File: src/rtl/cam_refill_ctrl_pkg.sv
// Shared types and constants for the CAM refill controller.
package cam_refill_ctrl_pkg;

  // Each key is built from packs of five bits.
  localparam int unsigned PACK_W    = 5;
  localparam int unsigned DEF_PACKS = 4;
  localparam int unsigned KEY_W     = DEF_PACKS * PACK_W;

  // Refill sequencer states.
  typedef enum logic [1:0] {
    IDLE = 2'd0,
    UPD  = 2'd1,
    WAIT = 2'd2
  } refill_state_e;

  // Key width for an arbitrary pack count.
  function automatic int unsigned key_bits(input int unsigned packs);
    return packs * PACK_W;
  endfunction

endpackage

File: src/rtl/prio_enc.sv
// Lowest-set-bit priority encoder with an any-bit-set flag.
module prio_enc #(
  parameter int unsigned N = 8
) (
  input  logic [N-1:0]                          vec,
  output logic [((N > 1) ? $clog2(N) : 1)-1:0]  idx,
  output logic                                  any
);

  localparam int unsigned IW = (N > 1) ? $clog2(N) : 1;

  // Scan from the top down so the lowest set bit wins.
  always_comb begin
    idx = '0;
    any = 1'b0;
    for (int i = int'(N) - 1; i >= 0; i--) begin
      if (vec[i]) begin
        idx = IW'(i);
        any = 1'b1;
      end
    end
  end

endmodule

File: src/rtl/cam_refill_ctrl.sv
// Refill controller for a small CAM: victim selection, update strobe
// sequencing, per-entry valid tracking and masked hit reporting.
module cam_refill_ctrl
  import cam_refill_ctrl_pkg::*;
#(
  parameter int unsigned ENTRIES         = 8,
  parameter int unsigned PACKS_OF_5_BITS = 4
) (
  input  logic                                    clk,
  input  logic                                    rst,
  input  logic                                    refill_valid_i,
  output logic                                    refill_ready_o,
  input  logic [PACKS_OF_5_BITS-1:0][PACK_W-1:0]  refill_key_i,
  input  logic                                    flush_i,
  output logic [ENTRIES-1:0]                      entry_update_o,
  output logic [PACKS_OF_5_BITS-1:0][PACK_W-1:0]  entry_set_key_o,
  input  logic [ENTRIES-1:0]                      entry_raw_hit_i,
  output logic [ENTRIES-1:0]                      hit_vec_o,
  output logic                                    hit_o,
  output logic [$clog2(ENTRIES)-1:0]              hit_idx_o,
  output logic                                    multi_hit_o,
  output logic                                    busy_o
);

  localparam int unsigned IDX_W = $clog2(ENTRIES);

  typedef logic [PACKS_OF_5_BITS-1:0][PACK_W-1:0] key_t;

  refill_state_e state_q, state_d;

  logic [ENTRIES-1:0] valid_q, valid_d;
  logic [IDX_W-1:0]   rr_q, rr_d;
  logic [IDX_W-1:0]   victim_q, victim_d;
  key_t               key_q, key_d;
  logic               flush_seen_q, flush_seen_d;

  logic               accept;
  logic [IDX_W-1:0]   free_idx;
  logic               free_any;
  logic [IDX_W-1:0]   victim_sel;
  logic [ENTRIES-1:0] invalid_vec;

  assign invalid_vec = ~valid_q;

  // Lowest-index invalid entry is the preferred victim.
  prio_enc #(.N(ENTRIES)) u_free_enc (
    .vec (invalid_vec),
    .idx (free_idx),
    .any (free_any)
  );

  // Lowest-index masked hit.
  prio_enc #(.N(ENTRIES)) u_hit_enc (
    .vec (hit_vec_o),
    .idx (hit_idx_o),
    .any (hit_o)
  );

  assign accept     = (state_q == IDLE) && refill_valid_i;
  assign victim_sel = free_any ? free_idx : rr_q;

  // State register.
  always_ff @(posedge clk) begin
    if (rst) begin
      state_q <= IDLE;
    end else begin
      state_q <= state_d;
    end
  end

  // Next-state: one accept launches a fixed three-cycle sequence.
  always_comb begin
    state_d = state_q;
    unique case (state_q)
      IDLE:    if (refill_valid_i) state_d = UPD;
      UPD:     state_d = WAIT;
      WAIT:    state_d = IDLE;
      default: state_d = IDLE;
    endcase
  end

  // Datapath next values: capture, valid bookkeeping, pointer and flush tracking.
  always_comb begin
    valid_d      = valid_q;
    rr_d         = rr_q;
    key_d        = key_q;
    victim_d     = victim_q;
    flush_seen_d = flush_seen_q;

    if (accept) begin
      key_d               = refill_key_i;
      victim_d            = victim_sel;
      valid_d[victim_sel] = 1'b0;
      flush_seen_d        = 1'b0;
      if (!free_any) begin
        rr_d = rr_q + IDX_W'(1);
      end
    end

    // A flush mid-sequence must keep the new entry from going valid.
    if ((state_q != IDLE) && flush_i) begin
      flush_seen_d = 1'b1;
    end

    // The CAM entry holds the new key two cycles after its update strobe.
    if ((state_q == WAIT) && !flush_seen_q && !flush_i) begin
      valid_d[victim_q] = 1'b1;
    end

    if (flush_i) begin
      valid_d = '0;
    end
  end

  // Datapath registers.
  always_ff @(posedge clk) begin
    if (rst) begin
      valid_q      <= '0;
      rr_q         <= '0;
      key_q        <= '0;
      victim_q     <= '0;
      flush_seen_q <= 1'b0;
    end else begin
      valid_q      <= valid_d;
      rr_q         <= rr_d;
      key_q        <= key_d;
      victim_q     <= victim_d;
      flush_seen_q <= flush_seen_d;
    end
  end

  // Output decode from registered state.
  assign refill_ready_o  = (state_q == IDLE);
  assign busy_o          = (state_q != IDLE);
  assign entry_update_o  = (state_q == UPD) ? (ENTRIES'(1) << victim_q) : '0;
  assign entry_set_key_o = key_q;

  // Hits only count for entries whose contents are known good.
  assign hit_vec_o   = entry_raw_hit_i & valid_q;
  assign multi_hit_o = |(hit_vec_o & (hit_vec_o - ENTRIES'(1)));

endmodule

File: config.mk
export PLATFORM = sky130hd
export DESIGN_NAME = cam_refill_ctrl
export DESIGN_NICKNAME = d
export VERILOG_FILES = /design/src/rtl/cam_refill_ctrl_pkg.sv /design/src/rtl/prio_enc.sv /design/src/rtl/cam_refill_ctrl.sv
export SDC_FILE = /design/constraint.sdc
export NUM_CORES = 1
export LEC_CHECK = 0
export ABC_AREA = 1
export BUFFER_PORTS_ARGS = -buffer_cell sky130_fd_sc_hd__buf_2
export CAP_MARGIN = 20
export CORE_MARGIN = 1
export CORE_UTILIZATION = 30
export DETAILED_ROUTE_END_ITERATION = 16
export PLACE_DENSITY = 0.53
export SYNTH_ARGS = -nofsm -noshare
export SYNTH_HDL_FRONTEND = slang
export SYNTH_SLANG_ARGS = --single-unit
File: constraint.sdc
create_clock -name clk -period 1.7 [get_ports clk]
set_clock_uncertainty 0.05 [all_clocks]
set_input_delay 0.085 -clock clk [delete_from_list [all_inputs] [get_ports clk]]
set_output_delay 0.085 -clock clk [all_outputs]
set_load 0.05 [all_outputs]
Yosys cells after proc, flatten, opt, wreduce, memory -nomap -nowiden. Cells that the tools add are included.

Register bits: 37. Latch bits: 0. RAM bits: 0. Memory bits (read-only): 0. Bits of input ports: 32. Output and inout port bits: 43. Memories kept: 0.

Add/sub/neg operators: 2. Multiply operators: 0. Divide/modulo/power cells: 0. Magnitude comparators: 4. Equal/unequal tests: 3. Shift operators: 1. Multiplexer cells: 44. Bitwise gates (word level): 7. Reductions and logical operators: 14.

Operators with widths (count): 3-bit two-way mux (17); 8-bit AND (3); 8-bit two-way mux (3); 1-bit two-way mux (20); 8-bit inverter (2); 3-bit by 4-bit < comparator with 1-bit output (second input constant) (2); 8-bit bitwise OR (1); 8-bit OR reduction (1); 1-bit by 3-bit left shift with 8-bit output (first input constant) (1); 8-bit by 1-bit subtractor with 8-bit output (second input constant) (1); 1-bit demux with 3-bit select (2); 3-bit by 1-bit >= comparator with 1-bit output (second input constant) (2); 1-bit logical AND (6); 2-bit one-hot mux with 2 select lines (1); 2-bit nonzero test (2); 3-bit by 1-bit adder with 3-bit output (second input constant) (1); 2-bit by 1-bit == test with 1-bit output (second input constant) (1); 2-bit == test (second input constant) (1); 1-bit zero test (2); 2-bit zero test (1); 2-bit two-way mux (1); 2-bit != test (second input constant) (1); 2-bit AND reduction (1); 2-bit OR reduction (1); 1-bit inverter (1).

Depth between registers and ports, before layout. Gate-level depths: netlist of the first run.

Depth in word-level cells: 19. Gate-level depth with buffers: 12. Gate-level depth less buffers: 12.

By module. From an unflattened synthesis of the first run, not the netlist that was laid out.

Cells, all modules: 305. Area total of the unflattened synthesis: 1956.9 µm².

By module, submodules not included: cam_refill_ctrl (times used 1, cells an instance 261, area each 1759.2 µm², sequential area each 740.7 µm²); prio_enc (times used 2, cells an instance 22, area each 98.8 µm², sequential area each 0.0 µm²).

Worst setup path after synthesis of the first run. OpenSTA, ideal clock, no wires.

Kind: flip-flop to output port. Start point: reg victim_q[0]. End point: out entry_update_o[7]. Data arrival time: 2.210 ns. Data required time: 1.565 ns. Path slack: -0.645 ns. Stages on the path, launching flop included: 4. Cells stage by stage: dfxtp_1 > buf_2 > clkinv_1 > nor4_1.

Cells in the longest elaborated chain, start to end: 2.

Ends and longest elaborated chain: start, declared (line cam_refill_ctrl.sv:33) `logic [IDX_W-1:0] victim_q, victim_d;`; start signal, assigned (line cam_refill_ctrl.sv:127) `victim_q <= victim_d;`; 1-bit by 3-bit left shift with 8-bit output (line cam_refill_ctrl.sv:135) `assign entry_update_o = (state_q == UPD) ? (ENTRIES'(1) << victim_q) : '0;`; 8-bit two-way mux (line cam_refill_ctrl.sv:135); end, declared (line cam_refill_ctrl.sv:15) `output logic [ENTRIES-1:0] entry_update_o,`.

Every way passes these cells.

Final worst setup path of the first run.
Start point: reg valid_q[2]. End point: out multi_hit_o.

Cells in the longest elaborated chain, start to end: 4.

Ends and longest elaborated chain: start, declared (line cam_refill_ctrl.sv:31) `logic [ENTRIES-1:0] valid_q, valid_d;`; start signal, assigned (line cam_refill_ctrl.sv:124) `valid_q <= valid_d;`; 8-bit AND * (line cam_refill_ctrl.sv:139) `assign hit_vec_o = entry_raw_hit_i & valid_q;`; 8-bit by 1-bit subtractor with 8-bit output (line cam_refill_ctrl.sv:140) `assign multi_hit_o = |(hit_vec_o & (hit_vec_o - ENTRIES'(1)));`; 8-bit AND * (line cam_refill_ctrl.sv:140); 8-bit OR reduction * (line cam_refill_ctrl.sv:140); end, declared (line cam_refill_ctrl.sv:21) `output logic multi_hit_o,`.

Mark *: on every way between the ends. The rest lies on a longest branch, timed or not.

==> results, run 1 <==
- The clock reaches the later pin of the worst-skew pair after around 0.29 ns.
- Headroom to the max-slew limit came out at 71.6%.
- The via count of the first global-routing pass came to around 1,800.
- Counting the buffers created by CTS gives 5.
- The largest single stage delay on the critical path is 0.35 ns.
- 0 antenna diodes ended up in the layout.
- The netlist area before placement is approximately 0.0017 mm2.
- The global routing's busiest layer is met2.
- Clock-pin slew was measured on the worst setup and hold paths at 0.08 ns.
- Leaving out fill and tap cells, the most frequent cells in the layout are nand2_1, buf_2, dfxtp_1, nand3_1, dlygate4sd3_1.
- The final number of max-transition violations is 0.
- The floorplan step set the die height to 78.2 um.
- The worst-case register-to-register setup slack is 0.20 ns.
- The leakage power is ~0.0013 uW.
- The average cell area after synthesis is 6.88 um2.
- In the routed design, unresolved DRC markers number 0.
- The clock tree synthesis step divided the H-tree into 2 levels.
- Counting every sink on the clock net gives 37.
- The instance area at placement is ~0.0023 mm2.
- The first-pass GRT wire length is slightly above 8000 um.
- The count of input and output buffers is 74.
- The final number of hold-violating endpoints was 0.
- After layout, the worst path uses between 90% and 100% of the clock period.
- The multi-input logic area is ~990 um2.
- The detailed placer's ending HPWL is 3310 um.
- The worst-case vdd ir drop is a little under 700 uV.
- The pre-CTS worst setup slack is ~0.17 ns.
- Across all setup checks in the final design, the least slack found is between 0.1 and 0.15 ns.
- Yosys attributes the largest share of cell area to dfxtp_1, nand2_1, nand3_1, a21oi_1, nand4_1.
- The number of nets produced by synthesis is about 290.
- The path type of the worst setup path is flip-flop to output pin.
- The total wire length is 4800 um.
- The largest net degree at the start of global routing is 22.
- TritonCTS built the clock tree.
- The synthesized netlist contains 26 unique library cells.
- The minimum clock period after layout is roughly 1.6 ns.
- The buffers plus inverters on the worst setup path is 2.
- The net count of the finished layout is around 390.
- The setup-violating endpoint count in the final report is 0.
- The area growth from synthesis to final layout is 54.7%.
- Global routing used slightly above 20% of the available met1 tracks.
- The endpoint identified for the worst register-to-register timing path is valid_q[7].
- The number of antenna violations at the first check in global routing is 0.
- Global routing consumed, on the met2 layer, ~29% of the routing resources.
- Sequential elements use approximately 43% of the synthesized area.
- The number of nets with antenna violations after detailed routing is 0.
- The number of flops mapped to enable cells by yosys is 0.
- In this run the standard cell core region covers ~0.0055 mm2.
- Traced cell by cell, the critical path runs through nand2_2 -> nand2_1 -> nor2_2 -> inv_1 -> o21ai_2 -> o2111ai_2 -> buf_6.
- The reg-to-reg critical path startpoint is valid_q[2].
- The longest clock path from root to sink contains 2 buffers.
- The worst hold path terminates at flush_seen_q.
- The cell with the biggest individual delay on the critical path is dfxtp_1.
- The post-route total power is 2070 uW.
- The power density over cell area is 769 mW/mm2.
- Global routing consumed, over all layers together, between 10% and 20% of the routing resources.
- For this run, global-route usage on met3 was measured as ~5.0%.
- Final hold analysis gives a worst-case slack of about 0.047 ns.
- The transition at the pin with the smallest max-transition slack is between 0.4 and 0.5 ns.
- The most used flip-flop cell after synthesis is dfxtp_1.
- STA classifies the critical path startpoint as a flip-flop.
- Once the floorplan was initialized, standard cells occupied roughly a third of the core.
- The leading area contributor after synthesis is dfxtp_1.
- Of all nets on the critical path, the largest fanout is 4.
- The upper clock frequency limit is between 0.6 and 0.7 GHz.
- The min-delay analysis places its worst path in the category primary input to flip-flop.
- The number of fillers in the final layout is between 500 and 600.
- For this run, asynchronously set or reset flops after synthesis account for 0%.
- The proportion of netlist area held by the largest area contributor is between 40% and 50%.
- The synthesized netlist cell count is between 200 and 300.
- The pre-antenna-repair detailed-routing pass consisted of 4 iterations.
- The count of pins on the block boundary is between 70 and 80.
- The library cell used most frequently in the layout, excluding fill and tap cells, is nand2_1.
- The footprint of the flip-flops and latches is ~750 um2.
- The area of the die is just over 0.006 mm2.
- The root buffer cell chosen for the clock tree is clkbuf_8.
- During synthesis, Yosys emitted a total of 0 warnings.
- Measured along the x axis, the die boundary spans 78.2 um.
- The total via count in the routed design is 1,973.
- Cells with a size suffix above 1 make up ~36% of the layout.
- STA puts the critical path data required time at around 1.6 ns.
- Dividing the detail-routed wire length by the instance count gives roughly 11 um.
- The endpoint arrival time on the critical path is ~1.5 ns.
- The number of cell instances on the worst register-to-register path is 9.
- The number of synthesized register bits is 37.
- The startpoint of the lowest-slack hold path is flush_i.
- The global-route congestion overflow total is 0.
- Using the TritonRoute via totals, the vias-per-cell ratio works out to 4.63.
- The count of max-cap constraint violations is 0.
- The number of cells on the worst hold path is 3.
- The worst setup path is captured at an output pin.
- The detailed router's first-iteration violation count is between 70 and 80.
- The global placement routability congestion is between 0.7 and 0.8.
- With fillers left out, the area of the finished cells amounts to about 0.0027 mm2.
- The initialized floorplan defines 27 standard-cell rows.
- In this design, the largest share of critical-path delay is due to flip-flops.
- The post-layout utilization of the core is around half.
- The flow ran to the end, and the final reports show no timing, DRC or antenna violations.
sequential cells by signal (all words and copies together) (netlist names):
name,flops
flush_seen_q,1
valid_q,8
victim_q,3
entry_set_key_o,20
rr_q,3
state_q,2
worst register-to-register path, delay by kind of cell, from the launching register on:
kind            cells  cell delay [ns]
flops               1             0.39
buf+inv             1             0.07
simple gates        7             0.81
compound gates      1             0.05
power by group:
| group | internal [uW] | switching (uW) | total (uW) |
|---|---|---|---|
| Combinational | 116 | 254 | 370 |
| Clock | 439 | 338 | 777 |
| Sequential | 903 | 21.4 | 925 |
stage by stage:
step,setup TNS [ns],instances
floorplan,-0.958,253
global placement,0,396
detailed placement,0,396
CTS,0,426
global route,-0.0309,426
finish,0,426
metal layers:
layer  up-vias  wire length, um
met4         0               19
li1       1036                -
met2        61             2280
met3         4              314
met5         -                0
met1       872             2180
synthesized netlist by cell type, drive strengths merged (3+ instances only):
master	n
nand2	87
dfxtp	37
nand3	26
inv	22
a21oi	16
nor2	14
nand4	12
nor4	9
o21ai	9
buf	7
clkbuf	3
clkinv	3
timing repair:
item                       in CTS  in global routing
setup endpoints to repair      10                 12
hold endpoints to repair       22                  0
hold buffers                   21                  0
pin swaps                       1                  1
resized for setup               9                 12
setup buffers                   1                  0
cell families after synthesis:
logic type	Yosys count	synth area share, %
DFF	37	42.5
adders and majority gates	1	0.718
AOI/OAI and AO/OA	29	8.91
buffers and inverters	35	7.90
xor gates and xnor gates	1	0.503
and+or+nand+nor	150	39.4
cell type report:
type,count,area share (%)
repair buffers,103,24.3
inverters,25,3.71
flip-flops and latches,37,27.7
well taps,72,3.34
clock inverters,3,1.72
clock buffers,5,2.55
multi-input cells,181,36.6
worst max-delay path by stage:
| stage | from | to | slack, ns | cells after the start |
|---|---|---|---|---|
| after floorplan | victim_q[0] | entry_update_o[7] | -0.27 | 3 |
| after global placement | valid_q[3] | valid_q[7] | 0.17 | 9 |
| after detailed placement | valid_q[2] | multi_hit_o | 0.17 | 7 |
| after CTS | valid_q[0] | multi_hit_o | 0.002 | 6 |
| after global routing | valid_q[2] | multi_hit_o | -0.02 | 7 |
| final | valid_q[2] | multi_hit_o | 0.11 | 7 |
Power figures use the tool's default switching activity.
==> run 2: changes to the inputs <==
BUFFER_PORTS_ARGS = not set   (was -buffer_cell sky130_fd_sc_hd__buf_2)
DONT_BUFFER_PORTS = 1   (was not set)
PLACE_DENSITY = 0.42   (was 0.53)
==> run 2 against run 1 <==
Against the previous run: critical path depth fell by 1; sequential share of layout area rose by 0.95 points; sequential power rose by 12%; core utilization fell by 1.7 points; critical endpoint unchanged; highest routed layer unchanged; fmax fell by 3.0%; final area fell by 3.5%.
==> results, run 2 (synthesis results as in run 1) <==
- The number of antenna violations at the first check in global routing is 0.
- The starting utilization of the core area is roughly a third.
- The congestion estimate from routability-driven global placement came to 0.786.
- 75 I/O pins were placed.
- In this run the power spent charging and discharging nets is slightly above 600 uW.
- The number of CTS-inserted buffers is 5.
- In this run the worst path has a maximum fanout of 4.
- In this run the standard cell core region covers 0.00554 mm2.
- The global-route congestion overflow total is 0.
- The floorplan step set the die width to 78.2 um.
- The flow ran to the end, and the final reports show no timing, DRC or antenna violations.
- Of the available clock period, the critical path in the final layout requires 96.3%.
- The worst setup path is of the flip-flop to output pin kind.
- The final number of max-transition violations is 0.
- The min-delay analysis places its worst path in the category primary input to flip-flop.
- The detailed placer's ending HPWL is around 3200 um.
- The via count of the first global-routing pass is roughly 1,700.
- The post-detailed-route via-to-cell ratio is 4.74.
- Setup slack on the worst reg-to-reg path comes out at around 0.16 ns.
- Combinational cells account for approximately 10% of the total power.
- The largest net degree at the start of global routing is 24.
- The post-route total power is around 2000 uW.
- Of the total power, registers draw roughly half.
- After floorplanning, the core was divided into 27 placement rows.
- Across the run, the number of max-cap violations was 0.
- The die covers around 0.0061 mm2.
- In this run the vertical extent of the chip is between 70 and 80 um.
- The total via count in the routed design is ~1,800.
- The worst path in the final design needs a cycle of approximately 1.6 ns, including I/O delays and setup.
- Summed over all failing endpoints, the final setup total negative slack is 0 ns.
- The total wire length is 4780 um.
- The first-pass GRT wire length is between 7000 and 8000 um.
- No sink is reached through more buffers than the 2 on the longest clock path.
- At the pin with the least slew margin, the transition time is approximately 0.53 ns.
- The endpoint arrival time on the critical path is approximately 1.5 ns.
- The area growth from synthesis to layout is 49.4%.
- The number of nets with antenna violations after detailed routing is 0.
- TritonCTS built the clock tree.
- The root cell of the clock tree is clkbuf_8.
- The worst setup path is captured at an output pin.
- The family of cells with the greatest summed delay on the critical path is flip-flops.
- For this run, the slowest stage of the critical path takes 0.41 ns.
- The clock net in this run drives a total of 37 sinks.
- Headroom to the max-slew limit came out at approximately 65%.
- The detailed router's first-iteration violation count is 85.
- Summed over all cells, the static leakage comes to between 0.001 and 0.0015 uW.
- The slowest stage of the critical path belongs to the cell dfxtp_1.
- The portion of total power attributed to the clock network is ~39%.
- The post-layout utilization of the core is between 40% and 50%.
- VDD sags by at most roughly 450 uV.
- The worst setup path is launched from a flip-flop.
- The total track usage is between 15 and 20%.
- The multi-input combinational cells in the finished layout cover a total of 990 um2.
- The repair_antennas step left the layout with diodes totalling 0.
- The most common cell after layout, fill and taps aside is nand2_1.
- The post-CTS clock slew at the launch and capture registers of the worst setup and hold paths is 0.08 ns.
- Across all hold checks on the routed design, the worst slack comes to between 0.01 and 0.015 ns.
- The pre-antenna-repair detailed-routing pass consisted of 4 iterations.
- Power spread over the standard cell area amounts to roughly 780 mW/mm2.
- The number of H-tree branching levels is 2.
- Net switching is 30.0% of the power.
- Based on the critical path, the design can be clocked at up to a little over 0.6 GHz.
- Setup repair after global routing could not meet its margin everywhere.
- The count of nets after finishing is roughly 340.
- The top cell types in the final layout, fill and taps aside, are nand2_1, dfxtp_1, nand3_1, buf_4, dlygate4sd3_1.
- The sequential cells in the finished layout cover a total of between 700 and 800 um2.
- The internal power of the cells totals between 1000 and 1500 uW.
- The register with the most flip-flops in the layout has 20 of them.
- The detailed-route DRC error count is 0.
- The setup-violating endpoint count in the final report is 0.
- Walking the worst path, the cells encountered are nand2_2 -> nand2_1 -> nor2_4 -> buf_4 -> o2111ai_2 -> buf_12.
- The insertion delay to the later sink of the worst-skew pair is between 0.2 and 0.3 ns.
- The count of input and output buffers is 0.
- The data required time at the worst endpoint is about 1.6 ns.
- The final routed wire length divided by cell count is around 13 um.
- The number of fillers in the final layout is 587.
- The final number of hold-violating endpoints is 0.
- The share of cells above drive strength 1 is 25.8%.
- The critical path contains buffers and inverters numbering 2 combined.
[run 2: cell types whose count changed in the layout (fill, tap and decap cells not counted), moves of 2 or more]
cell,delta
nand2_2,+2
buf_4,+18
buf_2,-71
buf_12,+7
clkinv_2,-2
buf_6,-2
clkinvlp_4,+2
[run 2: cell type report]
type	count	share of cell area, %
multi-input combinational	181	38.0
clock inverter	3	1.78
timing repair buffer	55	21.4
clock buffer	5	2.65
tap	72	3.46
sequential	37	28.7
inverter	25	4.04
[run 2: layer usage]
metal	routed length, um	share of wire (%)	vias to the layer above	global-route usage, %
li1	-	-	942	-
met1	2130	45	800	18.6
met2	2370	50	43	28.9
met3	216	4.5	7	4.30
met4	66	1.4	0	5.56
met5	0	0	-	0
[run 2: worst paths after layout]
check,start,to,cells after the start
setup / recovery,valid_q[3],multi_hit_o,6
hold / removal,rst,valid_q[5],2
setup reg to reg,valid_q[3],valid_q[3],9
hold reg to reg,rr_q[2],rr_q[2],2
[run 2: repair_timing]
item                       in CTS  in global routing
pin swaps                       1                  1
setup endpoints to repair       9                 11
resized for setup               6                 11
setup buffers                   1                  3
hold buffers                   22                  0
hold endpoints to repair       34                  0
[run 2: through the flow]
step                      setup WS, ns  instance area [um2]  std cells
after floorplan                 -0.269                 1840        253
after global placement           0.166                 2200        344
after detailed placement         0.117                 2200        344
after CTS                      0.00769                 2550        375
after global routing           0.00114                 2600        378
final                           0.0628                 2600        378
[run 2: power groups by stage]
| stage | logic [uW] | clock network, uW | registers [uW] |
|---|---|---|---|
| 3_5_place_dp | 156 | 0 | 1060 |
| 4_1_cts | 199 | 812 | 1040 |
| 3_3_place_gp | 154 | 0 | 1060 |
| 5_1_grt | 224 | 840 | 1040 |
| 6_report | 204 | 788 | 1040 |
| 2_1_floorplan | 118 | 0 | 1050 |
==> run 3: changes to the inputs <==
--- a/config.mk
+++ b/config.mk
@@ -9,3 +9,2 @@
 export CAP_MARGIN = 20
-export CORE_MARGIN = 1
 export CORE_UTILIZATION = 30
==> constraint.sdc (replaced) <==
create_clock -name clk -period 1.7 [get_ports clk]
set_clock_uncertainty 0.05 [all_clocks]
set_input_delay 0.255 -clock clk [delete_from_list [all_inputs] [get_ports clk]]
set_output_delay 0.255 -clock clk [all_outputs]
set_load 0.05 [all_outputs]
==> run 3 against run 2 <==
Against the previous run: the flow now finishes with violations (setup timing); hold slack improved by 0.0067 ns; count of clock-buffer cells in the layout unchanged; die area did not move; clock power down 1%; global-route usage rose by 0.074 points; non-clock buffer count down 11; flip-flop and latch count did not move; routed wire length is 3.1% lower; cell count decreased by 2.9%; first-iteration DRC count fell by 4.7%; fmax decreased by 5.7%; largest cell class unchanged; highest routed layer unchanged.
==> results, run 3 (synthesis results as in run 1) <==
- The floorplan row count is 27.
- Across all hold checks on the routed design, the worst slack comes to about 0.017 ns.
- TritonCTS built the clock tree.
- The maximum clock insertion buffer count is 2.
- The detailed placer's ending HPWL is 3350 um.
- The buffers plus inverters on the worst setup path is 2.
- The setup-violating endpoint count in the final report is 2.
- Across the run, the number of max-cap violations was 0.
- The clock sink count is 37.
- STA classifies the critical path startpoint as a flip-flop.
- After clock tree synthesis, the clock-pin slew on the worst setup and hold paths is 0.08 ns.
- The layout has ~560 filler cells.
- Leaving out fill and tap cells, the most frequent cells in the layout are nand2_1, buf_4, nand3_1, dfxtp_1, inv_1.
- The count of pins on the block boundary is 75.
- The worst setup path is captured at an output pin.
- The run finished, with violations left.
- The detailed router's first-iteration violation count is 81.
- The first global-routing pass estimated roughly 7900 um of wire.
- The final number of max-transition violations is 0.
- The area growth from synthesis to final layout is 52.2%.
- The worst path in the final design needs a cycle of 1.74 ns, including I/O delays and setup.
- The footprint of the flip-flops and latches is about 760 um2.
- STA puts the critical path data required time at between 1 and 1.5 ns.
- The multi-input logic area is 0.00109 mm2.
- Setup repair after global routing could not meet its margin everywhere.
- The post-route netlist has between 30% and 40% of its cells at a drive strength greater than 1.
- The count of non-filler cells in the finished layout is 367.
- The count of input and output buffers is 0.
- In this run the power density over the cells is about 750 mW/mm2.
- The checks that failed: setup timing.
- At the end of routability-driven placement, the weighted congestion stood at 0.797.
- The detailed-router iteration count before antenna repair is 4.
- After layout, the worst path uses 102% of the clock period.
- For this run, global-route usage on met2 was measured as 28.0%.
- Static timing analysis puts the maximum clock frequency at approximately 0.58 GHz.
- The type of the worst min-delay path is primary input to flip-flop.
- The total wire length is 4630 um.
- The critical path goes through nand2_1 -> buf_4 -> inv_1 -> a21oi_1 -> o2111ai_4.
- The library cell used most frequently in the layout, excluding fill and tap cells, is nand2_1.
- The floorplan step set the die width to just under 80 um.
- The insertion delay to the later sink of the worst-skew pair is a little under 0.3 ns.
- In this run the most used layer during global routing was met2.
- After global routing the overflow that remains totals 0.
- Summed over all cells, the static leakage comes to about 0.0011 uW.
- The via count of the first global-routing pass is roughly 1,800.
- Dividing the detail-routed wire length by the instance count gives between 10 and 15 um.
- The worst setup path is of the flip-flop to output pin kind.
- The worst-case vdd ir drop is roughly 460 uV.
- Entering global routing, the biggest net connects 24 pins.
- The detailed-route DRC error count is 0.
- The global-route track usage on met3 is between 4 and 5%.
- In the post-route analysis, the smallest setup slack over all paths is -0.0360 ns.
- The clock tree synthesis step divided the H-tree into 2 levels.
- On the critical path the largest part of the delay comes from compound AO/OA/AOI/OAI gates.
- The repair_antennas step left the layout with diodes totalling 0.
- The total via count in the routed design is 1,777.
- The starting utilization of the core area is 31.4%.
- The cell with the biggest individual delay on the critical path is o2111ai_4.
- The final number of hold-violating endpoints came to 0.
- The root cell of the clock tree is clkbuf_8.
- The die span in y is 78.2 um.
- The finished cells cover 0.00265 mm2.
- Once detail routing completed, the nets flagged for antenna violations numbered 0.
- The core area is around 0.0055 mm2.
- The transition at the pin with the smallest max-transition slack is ~0.52 ns.
- The endpoint arrival time on the critical path is 1.43 ns.
- The area of the die is a little over 0.006 mm2.
- Across every metal layer, demand over resource in global routing totals roughly 16%.
- Including well taps, the total number of placed cells is about 350.
- The count of nets after finishing is approximately 330.
- The number of antenna violations at the first check in global routing is 0.
- The register with the most flip-flops in the layout has 20 of them.
- The met1 track demand over resource in global routing is 19.6%.
- The post-detailed-route via-to-cell ratio is between 4 and 5.
- The critical-path maximum fanout is 3.
- Measured against its own limit, the worst slew margin works out to between 60% and 70%.
- The number of CTS-inserted buffers is 5.
- In this design, the stage delay of the slowest critical-path cell is about 0.42 ns.
- The instance area at placement is approximately 0.0024 mm2.
==> run 3: changes by cell type in the layout (fill, tap and decap cells not counted), sizes merged <==
cell,before,now
buf,33,42
clkinv,1,4
clkinvlp,4,3
dlygate4sd3,22,2
inv,22,20
==> run 3: report_power, final <==
group / total, uW / switching (uW) / leakage (uW) / internal [uW]
sequential: 1040 / 138 / 0.000308 / 902
clock: 778 / 339 / 0.0000543 / 439
combinational: 173 / 120 / 0.000772 / 52.7
total: 1990 / 597 / 0.00113 / 1390
==> run 3: repair_timing <==
action                                  CTS  global route
resized for setup                        15            19
gates cloned                              0             0
setup buffers                             4             4
endpoints found under the hold margin     2             1
pin swaps                                 5            10
hold buffers                              1             1
endpoints found under the setup margin   13            16
==> run 3: through the flow <==
step | util (%) | setup WS [ns] | TNS (ns) | total power [uW]
floorplan | - | -0.0178 | -0.0316 | 1180
global placement | 42.9 | 0.160 | 0 | 1230
detailed placement | 42.9 | 0.128 | 0 | 1230
CTS | 46.1 | -0.0672 | -0.134 | 2010
global route | 47.8 | -0.135 | -0.511 | 2080
finish | 47.8 | -0.0360 | -0.0636 | 1990
==> run 3: cell type report <==
class                   count  area share, %
multi-input cells         181           41.1
repair buffers             44           18.1
clock buffers               5           2.60
flip-flops and latches     37           28.6
clock inverters             3           1.75
well taps                  72           3.40
inverters                  25           4.39
==> run 3: final timing paths <==
kind | slack [ns] | from | endpoint | depth (start not counted)
setup / recovery | -0.04 | valid_q[2] | multi_hit_o | 5
hold / removal | 0.02 | refill_key_i[10] | entry_set_key_o[10] | 2
setup reg to reg | 0.17 | valid_q[7] | valid_q[0] | 10
hold reg to reg | 0.45 | rr_q[2] | rr_q[2] | 2
==> run 3: routing by layer <==
metal / up-vias / wire length, um
met1: 811 / 2010
li1: 921 / -
met4: 0 / 30
met2: 43 / 2370
met3: 2 / 226
met5: - / 0
==> run 3: worst reg2reg max path: cells and delay by family (launching register included) <==
kind            cells  cell delay (ns)
simple gates        7             0.77
flops               1             0.35
compound gates      1             0.05
buf+inv             2             0.21
